$ cat config.mk
export PLATFORM = sky130hd
export DESIGN_NAME = nnoc_fetch
export DESIGN_NICKNAME = d
export VERILOG_FILES = /design/src/rtl/nnoc_fetch.sv
export SDC_FILE = /design/constraint.sdc
export NUM_CORES = 1
export LEC_CHECK = 0
export BUFFER_PORTS_ARGS = -buffer_cell sky130_fd_sc_hd__buf_2
export CORE_MARGIN = 4
export CORE_UTILIZATION = 45
export DETAILED_ROUTE_END_ITERATION = 7
export PLACE_DENSITY = 0.71
export SLEW_MARGIN = 40
export SYNTH_ARGS = -nofsm -noshare
export SYNTH_HDL_FRONTEND = slang
export SYNTH_SLANG_ARGS = --single-unit
$ cat constraint.sdc
create_clock -name clk -period 7.3 [get_ports clk]
set_clock_uncertainty 0.1 [all_clocks]
set_input_delay 1.095 -clock clk [delete_from_list [all_inputs] [get_ports clk]]
set_output_delay 1.095 -clock clk [all_outputs]
set_load 0.02 [all_outputs]
$ cat src/rtl/nnoc_fetch.sv
// nnoc_fetch: instruction fetch stage of the nnoc RV32I core.
// Holds the PC, issues in-order word reads to instruction memory and buffers
// returned words with their PCs in a DEPTH-entry FIFO feeding decode.
// A redirect from execute flushes the FIFO and restarts fetch at a new PC.
// Optional build macro FETCH_PERF_CNT_EN adds saturating perf_stall and
// perf_bubble counters as extra output ports.
module nnoc_fetch #(
  parameter int unsigned     XLEN     = 32,
  parameter int unsigned     DEPTH    = 2,
  parameter logic [XLEN-1:0] RESET_PC = '0
) (
  input  logic            clk,
  input  logic            reset,
  input  logic            fetch_en,
  output logic            imem_req_valid,
  input  logic            imem_req_ready,
  output logic [XLEN-1:0] imem_req_addr,
  input  logic            imem_rsp_valid,
  input  logic [31:0]     imem_rsp_data,
  input  logic            redirect_valid,
  input  logic [XLEN-1:0] redirect_pc,
  output logic            inst_valid,
  input  logic            inst_ready,
  output logic [31:0]     inst_data,
  output logic [XLEN-1:0] inst_pc
`ifdef FETCH_PERF_CNT_EN
  ,
  output logic [31:0]     perf_stall,
  output logic [31:0]     perf_bubble
`endif
);

  localparam int unsigned CW = $clog2(DEPTH + 1);
  localparam int unsigned PW = (DEPTH > 1) ? $clog2(DEPTH) : 1;

  typedef enum logic [1:0] {
    IDLE  = 2'd0,
    RUN   = 2'd1,
    DRAIN = 2'd2
  } state_t;

  state_t          state, state_nxt;
  logic [XLEN-1:0] pc;
  logic [CW-1:0]   outstanding;
  logic [CW-1:0]   count;
  logic [PW-1:0]   rd_ptr, wr_ptr;
  logic [31:0]     fifo_data [DEPTH];
  logic [XLEN-1:0] fifo_pc   [DEPTH];

  logic            req_fire;
  logic            rsp_take;
  logic            push;
  logic            pop;
  logic [CW-1:0]   out_after_rsp;
  logic [CW:0]     inflight;
  logic            credit_ok;
  logic [XLEN-1:0] rsp_pc;
  logic [XLEN-1:0] redirect_target;

  function automatic logic [PW-1:0] ptr_inc(input logic [PW-1:0] p);
    if (p == PW'(DEPTH - 1)) return '0;
    return p + PW'(1);
  endfunction

  // Handshake qualifiers, credit check and response PC reconstruction.
  always_comb begin
    rsp_take        = imem_rsp_valid && (outstanding != '0);
    out_after_rsp   = outstanding - CW'(rsp_take);
    inflight        = {1'b0, outstanding} + {1'b0, count};
    credit_ok       = inflight < (CW + 1)'(DEPTH);
    redirect_target = redirect_pc & ~XLEN'(3);
    // Requests are sequential from pc with no gaps while in RUN (a redirect
    // with requests in flight goes through DRAIN), so the oldest outstanding
    // request's address is pc minus four per outstanding request.
    rsp_pc          = pc - (XLEN'(outstanding) << 2);
  end

  // Request/instruction outputs and FIFO push/pop decisions.
  always_comb begin
    imem_req_valid = (state == RUN) && fetch_en && !redirect_valid && credit_ok;
    imem_req_addr  = pc;
    req_fire       = imem_req_valid && imem_req_ready;
    inst_valid     = (count != '0) && !redirect_valid;
    inst_data      = (count != '0) ? fifo_data[rd_ptr] : '0;
    inst_pc        = (count != '0) ? fifo_pc[rd_ptr]   : '0;
    push           = (state == RUN) && rsp_take && !redirect_valid;
    pop            = inst_valid && inst_ready;
  end

  // Next-state logic for the IDLE/RUN/DRAIN controller.
  always_comb begin
    state_nxt = state;
    case (state)
      IDLE:    if (fetch_en) state_nxt = RUN;
      RUN: begin
        if (redirect_valid && (out_after_rsp != '0))
          state_nxt = DRAIN;
        else if (!fetch_en && (out_after_rsp == '0))
          state_nxt = IDLE;
      end
      DRAIN:   if (out_after_rsp == '0) state_nxt = RUN;
      default: state_nxt = IDLE;
    endcase
  end

  // State register.
  always_ff @(posedge clk or negedge reset) begin
    if (!reset) state <= IDLE;
    else        state <= state_nxt;
  end

  // PC and outstanding-request counter.
  always_ff @(posedge clk or negedge reset) begin
    if (!reset) begin
      pc          <= RESET_PC;
      outstanding <= '0;
    end else begin
      if (redirect_valid)
        pc <= redirect_target;
      else if (req_fire)
        pc <= pc + XLEN'(4);
      outstanding <= out_after_rsp + CW'(req_fire);
    end
  end

  // FIFO pointers and occupancy; redirect clears everything in one cycle.
  always_ff @(posedge clk or negedge reset) begin
    if (!reset) begin
      rd_ptr <= '0;
      wr_ptr <= '0;
      count  <= '0;
    end else if (redirect_valid) begin
      rd_ptr <= '0;
      wr_ptr <= '0;
      count  <= '0;
    end else begin
      if (push) wr_ptr <= ptr_inc(wr_ptr);
      if (pop)  rd_ptr <= ptr_inc(rd_ptr);
      count <= count + CW'(push) - CW'(pop);
    end
  end

  // FIFO storage; contents are only observed through the count gate.
  always_ff @(posedge clk) begin
    if (push) begin
      fifo_data[wr_ptr] <= imem_rsp_data;
      fifo_pc[wr_ptr]   <= rsp_pc;
    end
  end

`ifdef FETCH_PERF_CNT_EN
  // Saturating counters for decode back-pressure and fetch bubbles.
  always_ff @(posedge clk or negedge reset) begin
    if (!reset) begin
      perf_stall  <= '0;
      perf_bubble <= '0;
    end else begin
      if (inst_valid && !inst_ready && (perf_stall != '1))
        perf_stall <= perf_stall + 32'd1;
      if ((state == RUN) && !inst_valid && (perf_bubble != '1))
        perf_bubble <= perf_bubble + 32'd1;
    end
  end
`endif

endmodule

==> impl_metrics.py <==
metrics = {
    "status": {
        "outcome": "completed",
    },
    "grt": {
        "antenna_found_initial": 0,
        "grt_max_degree": 63,
        "grt_pass1_wl_um": 28600,
        "grt_pass1_vias": 5535,
        "grt_overflow_total": 0,
        "grtUsageTotal_pct": 18.7,
    },
    "critical_path": {
        "worst_path_max_delay_cell": "nor2_1",
        "start_kind": "input port",
        "crit_family": "simple AND/OR/NAND/NOR gates",
        "end_kind": "flop",
        "crit_required_ps": 7480,
        "path_max_fanout": 42,
        "critical_path_class": "in2reg",
        "slowest_delay_ps": 730,
        "r2r_slack_ps": 3650,
        "cp.arrival_ps": 4170,
        "r2r_end": "imem_req_addr[9]",
        "reg2reg_depth": 8,
        "crit_buf_inv": 2,
        "reg2reg_from": "count[0]",
        "crit_chain": "buf_2 > or4b_1 > or2_2 > clkinv_1 > nor2_1 > o21ai_0 > o311ai_0",
    },
    "power": {
        "vdd_drop_max_uv": 169,
        "p_leak_nw": 3.59,
        "p_per_area_nw_per_um2": 299,
    },
    "logic_synthesis": {
        "syn_avg_cell_area_um2": 12.1,
        "yosysUniqueCellTypes": 60,
        "synth-main-ff-cell": "edfxtp_1",
        "synth_seq_cells": 162,
        "syn_inst": 630,
        "syn-cell-area_um2": 7620,
        "synth.yosys.seq_area_share_pct": 61.4,
        "synth-edff-count": 124,
        "yosysWarnings": 0,
        "async_flop_share_pct": 23.5,
    },
    "cts": {
        "tritoncts": "yes",
        "worstSkewPairLatency_ps": 420,
        "post_cts_buffers": 0,
        "htree_levels": 4,
        "cts_buffers": 17,
        "clock_tree.buffer_depth": 2,
        "numClockSinks": 162,
        "path_clk_slew_ps": 60,
        "holdBufCountCts": 0,
        "clockRootBuffer": "clkbuf_16",
        "cts_resized": 0,
    },
    "route": {
        "first_pass_iters": 5,
        "wire_per_inst_um": 17.8,
        "route.vias.total": 5548,
        "drc": 0,
        "routed_via_density": 5.50,
        "wl_um": 17900,
        "final_antenna_net_count": 0,
        "drtIter0Drc": 367,
    },
    "timing": {
        "rsz0062_at_grt": "false",
        "finalSetupViolCount": 0,
        "finalHoldViolCount": 0,
        "fmax_mhz": 250,
        "relSlewSlack_pct": 46.5,
        "finalMaxSlewViolations": 0,
        "period_share_pct": 54.7,
        "worstMarginPinSlew_ps": 802,
        "fin_setup_tns_ps": 0,
        "min_period_ps": 3990,
        "setup_ws_ps": 3310,
    },
    "placed_design": {
        "place_hpwl_um": 12500,
        "gp_congestion": 0.929,
        "portBuffers": 162,
        "post-place-ws_ps": 2990,
    },
    "job": {
        "drv_cap": 0,
    },
    "final_layout": {
        "nFillCells": 1477,
        "drive_above_1_share_pct": 27.5,
        "antennaDiodeCount": 0,
        "area_delta_synth_final_pct": 21.0,
        "multiInputGateArea_um2": 2720,
        "fin_util_pct": 55.6,
        "regArea_um2": 4680,
        "nets": 855,
    },
    "die": {
        "die-width_um": 138,
        "ios": 169,
        "num_rows": 47,
        "die_h_um": 138,
        "die_area_um2": 19100,
        "initial_core_util_pct": 45.9,
        "core-area_um2": 16600,
    },
    "worst_hold_path": {
        "hold_end": "state[0]",
        "min-delay-path-class": "reg2reg",
        "worstHoldPathCells": 1,
        "hold_start": "state[1]",
    },
}
[per-stage QoR]
step / hold WS (ps) / instances / area (um2) / power, mW
6_report: 473 / 1008 / 9210 / 2.75
5_1_grt: 508 / 1008 / 9210 / 2.89
4_1_cts: 469 / 1008 / 9200 / 2.79
3_5_place_dp: 462 / 976 / 8600 / 1.89
3_3_place_gp: 437 / 974 / 8560 / 1.86
2_1_floorplan: 416 / 633 / 7630 / 1.66
[placed cells by master, fill, tap and decap left out, types with 4 or more instances in the layout]
cell type  instances
nand4_1           12
nor4_1            11
o21ai_0           20
nor3_1             9
conb_1             4
nor2_1            90
clkbuf_16         17
a221o_1            6
inv_1             17
nand3_1           20
o211ai_1          10
ha_1               7
edfxtp_1         124
inv_6              7
buf_4              4
buf_2            161
dfrtp_1           37
xnor2_1           17
nand2_1           47
or2_2              4
and2_1             6
mux2i_1           65
xor2_1            14
o311ai_0           6
[power breakdown]
part	total [mW]	leakage [nW]	internal [mW]	switching, mW
Combinational	0.675	1.71	0.243	0.432
Sequential	1.19	1.59	1.10	0.0885
Clock	0.886	0.292	0.515	0.372
[cell usage after synthesis, types with 3 or more instances]
cell	count	share of area (%)
edfxtp_1	124	49
nor2_1	93	4.6
mux2i_1	65	8.5
nand2_1	47	2.3
dfrtp_1	38	12
clkbuf_1	31	1.5
nand3_1	20	1.3
o21ai_0	20	1.3
inv_1	17	0.84
xnor2_1	17	2.0
nor4_1	14	1.1
xor2_1	14	1.6
nand4_1	12	0.99
o211ai_1	10	0.99
nor3_1	9	0.59
ha_1	7	1.1
a221o_1	6	0.79
and2_1	6	0.49
o311ai_0	6	0.69
buf_4	5	0.49
buf_2	4	0.26
or2_2	4	0.33
a22oi_1	3	0.30
a32oi_1	3	0.35
and3_1	3	0.25
nand2b_1	3	0.25
nor2b_1	3	0.25
or4_4	3	0.44
[kinds of logic after synthesis]
group	after synthesis	share of synthesized area (%)
other	1	0.0492
buffers and inverters	62	3.60
and+or+nand+nor	234	14.9
adders and majority gates	9	1.68
AOI/OAI and AO/OA	66	6.26
muxes	65	8.54
xor gates and xnor gates	31	3.56
DFF	162	61.4
[worst register-to-register path, delay by kind of cell, from the launching register on]
family | cells | cell delay (ps)
fa+ha+maj | 1 | 480
flops | 1 | 430
simple gates | 4 | 1500
compound gates | 2 | 370
buf+inv | 1 | 630
[area by class of cell]
class                           count  area share (%)
Inverter                           18           0.733
Clock inverter                     15            1.86
Multi-Input combinational cell    409            29.5
Timing Repair Buffer              167            9.51
Clock buffer                       17            4.62
Tap cell                          220            2.99
Sequential cell                   162            50.8
[how the worst max path moves through the flow]
stage                        start  cells after the start                 to
finish              redirect_valid                      7   imem_req_addr[9]
global route        redirect_valid                      7   imem_req_addr[9]
CTS                 redirect_valid                      7   imem_req_addr[9]
detailed placement  redirect_valid                      7   imem_req_addr[9]
global placement    redirect_valid                      7  imem_req_addr[11]
floorplan           redirect_valid                      5    fifo_data[0][0]
[per-layer routing]
layer	global-route usage [%]	wire length [um]	vias to the layer above	share of wire (%)
li1	-	-	2596	-
met1	24.7	7670	2651	43
met2	29.7	8370	264	47
met3	4.87	1330	37	7.4
met4	7.59	551	0	3.1
met5	0	0	-	0
[flip-flops by register name, summed over array words and instances, names as in the netlist]
signal         cells
count              2
fifo_data         64
fifo_pc           60
imem_req_addr     30
outstanding        2
rd_ptr             1
state              2
wr_ptr             1
Note: power is estimated with default switching activity, not from simulation.
